**src/rtl/lsu_pkg.sv**
```systemverilog
// rtl/lsu_pkg.sv - shared constants and state type for the load/store unit
package lsu_pkg;

    localparam logic [2:0] F3_B  = 3'b000;
    localparam logic [2:0] F3_H  = 3'b001;
    localparam logic [2:0] F3_W  = 3'b010;
    localparam logic [2:0] F3_BU = 3'b100;
    localparam logic [2:0] F3_HU = 3'b101;

    localparam int MEM_WORDS_DEFAULT = 1024;

    typedef enum logic [2:0] {
        S_IDLE,
        S_LD,
        S_ST_RD,
        S_ST_WR,
        S_RESP
    } lsu_state_t;

endpackage

```
**src/rtl/lsu_align.sv**
```systemverilog
// rtl/lsu_align.sv - load extraction/extension, store lane merge and request error decode
module lsu_align
    import lsu_pkg::*;
#(
    parameter int MEM_WORDS = MEM_WORDS_DEFAULT
) (
    input  logic        i_we,
    input  logic [2:0]  i_funct3,
    input  logic [31:0] i_addr,
    input  logic [15:0] i_wdata,
    input  logic [31:0] i_rdata,
    output logic [31:0] o_load_data,
    output logic [31:0] o_merge_data,
    output logic        o_err
);

    localparam logic [31:0] LP_WORDS = 32'(MEM_WORDS);

    logic [7:0]  w_byte;
    logic [15:0] w_half;
    logic        w_range_err;
    logic        w_align_err;
    logic        w_f3_err;

    always_comb begin
        w_byte = i_rdata[{i_addr[1:0], 3'b000} +: 8];
        w_half = i_addr[1] ? i_rdata[31:16] : i_rdata[15:0];

        case (i_funct3)
            F3_B:    o_load_data = {{24{w_byte[7]}}, w_byte};
            F3_H:    o_load_data = {{16{w_half[15]}}, w_half};
            F3_W:    o_load_data = i_rdata;
            F3_BU:   o_load_data = {24'd0, w_byte};
            F3_HU:   o_load_data = {16'd0, w_half};
            default: o_load_data = '0;
        endcase

        // Only the addressed lane(s) change; the rest of the word is preserved.
        o_merge_data = i_rdata;
        if (i_funct3 == F3_B) begin
            o_merge_data[{i_addr[1:0], 3'b000} +: 8] = i_wdata[7:0];
        end else if (i_funct3 == F3_H) begin
            if (i_addr[1]) begin
                o_merge_data[31:16] = i_wdata;
            end else begin
                o_merge_data[15:0] = i_wdata;
            end
        end

        w_range_err = ({2'b00, i_addr[31:2]} >= LP_WORDS);
        w_align_err = (((i_funct3 == F3_H) || (i_funct3 == F3_HU)) && i_addr[0])
                   || ((i_funct3 == F3_W) && (i_addr[1:0] != 2'b00));
        if (i_we) begin
            w_f3_err = !((i_funct3 == F3_B) || (i_funct3 == F3_H) || (i_funct3 == F3_W));
        end else begin
            w_f3_err = (i_funct3 == 3'b011) || (i_funct3 == 3'b110) || (i_funct3 == 3'b111);
        end
        o_err = w_range_err || w_align_err || w_f3_err;
    end

endmodule

```
**src/rtl/lsu_rmw.sv**
```systemverilog
// rtl/lsu_rmw.sv - single-outstanding load/store unit with read-modify-write for sub-word stores
module lsu_rmw
    import lsu_pkg::*;
#(
    parameter int MEM_WORDS = MEM_WORDS_DEFAULT
) (
    input  logic        clk,
    input  logic        rst_n,
    input  logic        i_req_valid,
    output logic        o_req_ready,
    input  logic        i_req_we,
    input  logic [2:0]  i_req_funct3,
    input  logic [31:0] i_req_addr,
    input  logic [31:0] i_req_wdata,
    output logic        o_resp_valid,
    input  logic        i_resp_ready,
    output logic [31:0] o_resp_rdata,
    output logic        o_resp_err,
    output logic        o_mem_read,
    output logic        o_mem_write,
    output logic [31:0] o_mem_addr,
    output logic [31:0] o_mem_wdata,
    input  logic [31:0] i_mem_rdata
);

    lsu_state_t  r_state;
    lsu_state_t  w_next;
    logic        r_we;
    logic [2:0]  r_funct3;
    logic [31:0] r_addr;
    logic [31:0] r_wdata;
    logic [31:0] r_merge;
    logic [31:0] r_rdata;
    logic        r_err;

    logic        w_idle;
    logic        w_accept;
    logic        w_al_we;
    logic [2:0]  w_al_funct3;
    logic [31:0] w_al_addr;
    logic [31:0] w_load_data;
    logic [31:0] w_merge_data;
    logic        w_err;

    assign w_idle   = (r_state == S_IDLE);
    assign w_accept = w_idle && i_req_valid;

    // Error decode looks at the live request in IDLE; data paths use the latched request.
    assign w_al_we     = w_idle ? i_req_we     : r_we;
    assign w_al_funct3 = w_idle ? i_req_funct3 : r_funct3;
    assign w_al_addr   = w_idle ? i_req_addr   : r_addr;

    lsu_align #(.MEM_WORDS(MEM_WORDS)) u_align (
        .i_we         (w_al_we),
        .i_funct3     (w_al_funct3),
        .i_addr       (w_al_addr),
        .i_wdata      (r_wdata[15:0]),
        .i_rdata      (i_mem_rdata),
        .o_load_data  (w_load_data),
        .o_merge_data (w_merge_data),
        .o_err        (w_err)
    );

    always_ff @(posedge clk or negedge rst_n) begin
        if (!rst_n) begin
            r_state <= S_IDLE;
        end else begin
            r_state <= w_next;
        end
    end

    always_comb begin
        w_next       = r_state;
        o_req_ready  = 1'b0;
        o_resp_valid = 1'b0;
        o_mem_read   = 1'b0;
        o_mem_write  = 1'b0;
        o_mem_wdata  = '0;
        case (r_state)
            S_IDLE: begin
                o_req_ready = 1'b1;
                if (i_req_valid) begin
                    if (w_err)                     w_next = S_RESP;
                    else if (!i_req_we)            w_next = S_LD;
                    else if (i_req_funct3 == F3_W) w_next = S_ST_WR;
                    else                           w_next = S_ST_RD;
                end
            end
            S_LD: begin
                o_mem_read = 1'b1;
                w_next     = S_RESP;
            end
            S_ST_RD: begin
                o_mem_read = 1'b1;
                w_next     = S_ST_WR;
            end
            S_ST_WR: begin
                o_mem_write = 1'b1;
                o_mem_wdata = (r_funct3 == F3_W) ? r_wdata : r_merge;
                w_next      = S_RESP;
            end
            S_RESP: begin
                o_resp_valid = 1'b1;
                if (i_resp_ready) w_next = S_IDLE;
            end
            default: w_next = S_IDLE;
        endcase
    end

    always_ff @(posedge clk or negedge rst_n) begin
        if (!rst_n) begin
            r_we     <= 1'b0;
            r_funct3 <= '0;
            r_addr   <= '0;
            r_wdata  <= '0;
            r_merge  <= '0;
            r_rdata  <= '0;
            r_err    <= 1'b0;
        end else begin
            if (w_accept) begin
                r_we     <= i_req_we;
                r_funct3 <= i_req_funct3;
                r_addr   <= i_req_addr;
                r_wdata  <= i_req_wdata;
                r_err    <= w_err;
                r_rdata  <= '0;
            end
            if (r_state == S_LD)    r_rdata <= w_load_data;
            if (r_state == S_ST_RD) r_merge <= w_merge_data;
        end
    end

    assign o_mem_addr   = {r_addr[31:2], 2'b00};
    assign o_resp_rdata = r_rdata;
    assign o_resp_err   = r_err;

endmodule

```
**config.mk**
```make
export PLATFORM = sky130hd
export DESIGN_NAME = lsu_rmw
export DESIGN_NICKNAME = d
export VERILOG_FILES = /design/src/rtl/lsu_pkg.sv /design/src/rtl/lsu_align.sv /design/src/rtl/lsu_rmw.sv
export SDC_FILE = /design/constraint.sdc
export NUM_CORES = 1
export LEC_CHECK = 0
export ABC_CLOCK_PERIOD_IN_PS = 3300
export BUFFER_PORTS_ARGS = -buffer_cell sky130_fd_sc_hd__buf_2
export CORE_MARGIN = 5
export CORE_UTILIZATION = 48
export DETAILED_ROUTE_END_ITERATION = 8
export GPL_TIMING_DRIVEN = 0
export HOLD_SLACK_MARGIN = 0.05
export PLACE_DENSITY = 0.88
export SLEW_MARGIN = 20
export SYNTH_ARGS = -nofsm -noshare
export SYNTH_HDL_FRONTEND = slang
export SYNTH_HIERARCHICAL = 1
export SYNTH_SLANG_ARGS = --single-unit
```
**constraint.sdc**
```tcl
create_clock -name clk -period 3.3 [get_ports clk]
set_clock_uncertainty 0.15 [all_clocks]
set_input_delay 0.165 -clock clk [delete_from_list [all_inputs] [get_ports clk]]
set_output_delay 0.165 -clock clk [all_outputs]
set_load 0.05 [all_outputs]
```
==> results.yml, run 1 <==
outcome:
  status: "finished, final reports clean"
worst_setup_path:
  critPathKind: "flop to flop"
  crit_family: "buffers and inverters"
  endpoint_kind: "flop"
  critPathBufInv: 6
  r2r_cells: 12
  cp.depth: 12
  slowest_delay_ns: 0.38
  crit_path_max_fanout: 10
  worst_path_max_delay_cell: "mux2_2"
  crit_path_cell_trace: "buf_4 -> nor3_4 -> buf_6 -> mux2_2 -> buf_4 -> buf_6 -> inv_4 -> ha_1 -> and4_2 -> buf_2 -> a221o_1 -> mux2_2"
  cp.arrival_ns: 3.34
  start_kind: "flop"
  crit_required_ns: 3.45
placed_design:
  portBuffers: 202
  place_ws_ns: -0.172
  gp_congestion: 0.929
  post-place-cells: 1051
  hpwlAfterDp_mm: 15.9
clock_network:
  clk_pin_slew_ns: 0.06
  h-tree-depth: 4
  clkLatencyLatePin_ns: 0.42
  clock-sinks: 136
  clockBufferDepth: 2
  cts-root-buf: "clkbuf_16"
  cts_buffers: 17
  tritoncts: "yes"
timing:
  slew_headroom_pct: 36.1
  finalWorstSetupSlack_ns: 0.107
  fmax_mhz: 313
  fin_crit_sh_pct: 96.7
  rsz0062_at_grt: "true"
  tns_ns: 0
  report.final.slew_viol_count: 0
  setup_viol: 0
  finalHoldViolations: 0
  fin_crit_ns: 3.19
  tightestPinTransition_ns: 0.950
job:
  cap_violations: 0
layout:
  fill_cells: 1066
  final_net_count: 1094
  layout-drive-gt1-share_pct: 46.3
  antennaDiodeCount: 0
  syn_to_final_growth_pct: 40.0
  final-instance-count-excl-fill: 1186
  postLayoutCoreUtil_pct: 68.7
global_routing:
  antenna_found_initial: 0
  grt_max_degree: 80
  grt_pass1_wl_mm: 37.4
  grt_pass1_vias: 6820
  grt_overflow: 0
  track_usage_pct: 26.3
logic_synthesis:
  yosysWarnings: 6
  synth.cell_area_mm2: 0.00746
  syn_inst: 659
  syn_avg_cell_area_um2: 11.3
floorplanning:
  coreArea_mm2: 0.0152
  die_area_mm2: 0.0181
  die-width_um: 135
  fp-row-count: 45
  die_h_um: 135
  ioPinCount: 205
  start_util_pct: 49.0
worst_hold_path:
  hold_class: "input pin to asynchronous set/reset pin"
detailed_routing:
  dr.pass1.iters: 5
  drt-total-wl_mm: 24.3
  wl_per_cell_um: 20.5
  ant_nets: 0
  drt_iter0_markers: 568
  vias: 6783
  vias_per_cell: 5.72
  drc_errors: 0
pwr:
  power.share.clock_pct: 30.4
  swShare_pct: 34.8
  pwr-share-comb_pct: 34.8
  p_leak_nw: 5.02
  p_int_w: 0.00405
  ir_worst_vdd_mv: 0.466
  seq_power_share_pct: 34.7
  p_sw_w: 0.00216
  power_density_mw_per_mm2: 594
==> cells in the final DEF, fill, tap and decap left out, types with 3 or more instances in the layout <==
master and count:
clkbuf_16 17, o21ai_0 17, buf_4 46, clkbuf_1 17
buf_2 214, dfrtp_1 136, buf_6 7, or3b_2 3
mux2_4 10, a22o_1 48, mux2i_1 9, clkinv_4 3
mux2_2 118, nor2_1 17, nor4_2 4, a21oi_1 38
and2_1 17, clkinv_2 5, ha_1 4, a221o_1 24
clkinvlp_4 3, nand2_1 84, dlygate4sd3_1 100, a221o_2 7
==> per-layer routing <==
metal	GRT usage, %	vias up	part of all wire, %
met4	10.8	0	4.0
met1	33.0	3252	41
met3	8.38	80	9.1
met2	42.2	418	46
met5	0	-	0
li1	-	3033	-
==> power by group through the flow <==
stage	combinational, W	sequential [W]	clock [W]
2_1_floorplan	0.00152	0.00209	0
3_3_place_gp	0.00191	0.00214	0
3_5_place_dp	0.00195	0.00216	0
4_1_cts	0.00208	0.00214	0.00192
5_1_grt	0.00228	0.00218	0.00199
6_report	0.00216	0.00215	0.00189
==> state kept, by name, summed over array words and instances, names as in the netlist <==
signal,cells
r_addr,32
r_wdata,32
r_we,1
r_state,3
o_resp_err,1
r_funct3,3
o_resp_rdata,32
r_merge,32
==> path summary, 6_finish.rpt <==
kind                       slack (ns)              from          endpoint
max                              0.11        r_state[0]       r_merge[10]
max reg2reg                      0.11        r_state[0]       r_merge[10]
min in group clk                 0.12   i_mem_rdata[28]  o_resp_rdata[12]
min                              0.09             rst_n        r_wdata[4]
max in group asynchronous        2.17             rst_n        r_addr[30]
min reg2reg                      0.35  o_resp_rdata[29]  o_resp_rdata[29]
==> repair_timing <==
| item | 4_1_cts | 5_1_grt |
|---|---|---|
| setup endpoints to repair | 24 | 35 |
| hold buffers | 100 | 0 |
| endpoints found under the hold margin | 253 | 0 |
| pin swaps | 0 | 2 |
| gates resized for setup | 4 | 15 |
| setup buffers | 3 | 0 |
==> metrics by stage <==
stage | hold slack, ns | instance area [um^2] | power [W]
floorplan | -0.281 | 7460 | 0.00361
global placement | 0.225 | 8710 | 0.00406
detailed placement | -0.0287 | 8740 | 0.00411
CTS | 0.0594 | 10400 | 0.00613
global route | 0.0805 | 10400 | 0.00646
finish | 0.0947 | 10400 | 0.00620
==> area by class of cell <==
cell class                      instances  area (um^2)  area share, %
Inverter                                4         21.3          0.204
Timing Repair Buffer                  306         2080           20.0
Multi-Input combinational cell        438         3560           34.1
Clock inverter                         12          126           1.21
Tap cell                              188          235           2.25
Sequential cell                       136         3400           32.6
Clock buffer                           20          457           4.37
Buffer                                 82          558           5.34
Power figures use the tool's default switching activity.
==> run 2, diff against run 1 <==
Settings changed: CORE_MARGIN 5 to default.
==> run 2 against run 1 <==
Worst setup slack got worse by 0.038 ns. Fmax decreased by 1.2%. Wire length is 2.8% lower. Sequential cell count did not move. Register-to-register slack got worse by 0.04 ns. Largest cell class unchanged. Highest routed layer unchanged.
==> results.yml, run 2 (same netlist as run 1, synthesis figures left out) <==
outcome:
  status: "finished, final reports clean"
pwr:
  ir_worst_vdd_mv: 0.415
  p_leak_nw: 5.01
  power_density_mw_per_mm2: 603
global_routing:
  grt_pass1_vias: 6770
  grt_overflow: 0
  grt_pass1_wl_mm: 36.5
  antenna_found_initial: 0
  track_usage_pct: 30.0
  grt_max_degree: 87
worst_setup_path:
  cp.arrival_ns: 3.38
  crit_required_ns: 3.45
  critPathKind: "flop to flop"
  start_kind: "flop"
  crit_path_max_fanout: 10
  endpoint_kind: "flop"
layout:
  final-instance-count-excl-fill: 1180
  syn_to_final_growth_pct: 39.4
  antennaDiodeCount: 0
  postLayoutCoreUtil_pct: 68.4
  layout_commonest_cell: "buf_2"
  finalInstanceArea_mm2: 0.0104
  final_net_count: 1088
  layout_common_cells: "buf_2 (213), dfrtp_1 (136), mux2_2 (118)"
  layout-drive-gt1-share_pct: 46.1
  fill_cells: 1090
clock_network:
  h-tree-depth: 4
  clockBufferDepth: 2
  tritoncts: "yes"
  cts-root-buf: "clkbuf_16"
  cts_buffers: 17
  clk_pin_slew_ns: 0.06
  clock-sinks: 136
  clkLatencyLatePin_ns: 0.42
timing:
  fin_crit_ns: 3.23
  report.final.slew_viol_count: 0
  tightestPinTransition_ns: 1.03
  setup_viol: 0
  rsz0062_at_grt: "true"
  fmax_mhz: 309
  fin_crit_sh_pct: 97.9
  finalHoldViolations: 0
  slew_headroom_pct: 30.8
  fin_hold_ws_ns: 0.0797
floorplanning:
  start_util_pct: 49.0
  die-width_um: 127
  die_h_um: 127
  fp-row-count: 45
  ioPinCount: 205
  coreArea_mm2: 0.0152
  die_area_mm2: 0.0160
detailed_routing:
  drt-total-wl_mm: 23.6
  vias_per_cell: 5.68
  drt_iter0_markers: 589
  drc_errors: 0
  dr.pass1.iters: 5
  vias: 6701
  ant_nets: 0
  wl_per_cell_um: 20.0
placed_design:
  hpwlAfterDp_mm: 15.4
  post-place-cells: 1051
  gp_congestion: 0.908
  portBuffers: 202
  place_area_mm2: 0.00874
worst_hold_path:
  hold_class: "input pin to asynchronous set/reset pin"
job:
  cap_violations: 0
## run 2: where the power goes
| group | switching, W | internal, W |
|---|---|---|
| Clock | 0.000718 | 0.00127 |
| Combinational | 0.00117 | 0.000960 |
| Sequential | 0.000223 | 0.00193 |
## run 2: per-layer routing
layer / share of wire, % / track usage, % / wire (um)
met1: 40 / 36.7 / 9440
met2: 48 / 50.2 / 11300
met3: 7.6 / 6.66 / 1800
met4: 4.3 / 14.7 / 1010
met5: 0 / 0 / 0
## run 2: critical path: stages, from the launching register on
cell     delay (ns)
dfrtp_1        0.36
buf_4          0.17
nor3_4         0.19
buf_6          0.15
buf_4          0.13
mux2_2         0.38
buf_4          0.18
nor4b_2        0.37
buf_2          0.29
a21oi_1        0.18
a22o_1         0.28
mux2_2         0.28
## run 2: layout make-up
cell class                      instances  area, um^2  share of cell area (%)
Sequential cell                       136        3400                    32.7
Inverter                                4        17.5                   0.169
Multi-Input combinational cell        438        3530                    34.0
Buffer                                 81         549                    5.28
Tap cell                              188         235                    2.26
Clock buffer                           21         480                    4.62
Clock inverter                         11         145                    1.40
Timing Repair Buffer                  301        2030                    19.6
## run 2: metrics by stage
| stage | setup slack [ns] | total power (W) | setup TNS (ns) |
|---|---|---|---|
| 6_report | 0.0689 | 0.00627 | 0 |
| 3_5_place_dp | -0.174 | 0.00411 | -3.00 |
| 3_3_place_gp | -0.117 | 0.00405 | -1.67 |
| 5_1_grt | -0.0394 | 0.00653 | -0.133 |
| 4_1_cts | 0.00250 | 0.00622 | 0 |
| 2_1_floorplan | 0.203 | 0.00361 | 0 |
## run 2: worst paths after layout
| kind | from | to | slack, ns | cells past startpoint |
|---|---|---|---|---|
| max | r_state[0] | r_merge[3] | 0.07 | 11 |
| min | rst_n | r_wdata[3] | 0.08 | 2 |
| max reg2reg | r_state[0] | r_merge[3] | 0.07 | 11 |
| min reg2reg | o_resp_rdata[0] | o_resp_rdata[0] | 0.34 | 1 |
| max in group asynchronous | rst_n | r_addr[24] | 2.15 | 3 |
| min in group clk | i_mem_rdata[29] | o_resp_rdata[13] | 0.08 | 3 |
## run 2: repair_timing
action                                  in CTS  in global routing
endpoints found under the hold margin      246                  0
setup buffers                                3                  0
resized for setup                            4                  9
hold buffers                                95                  0
endpoints found under the setup margin      25                 33
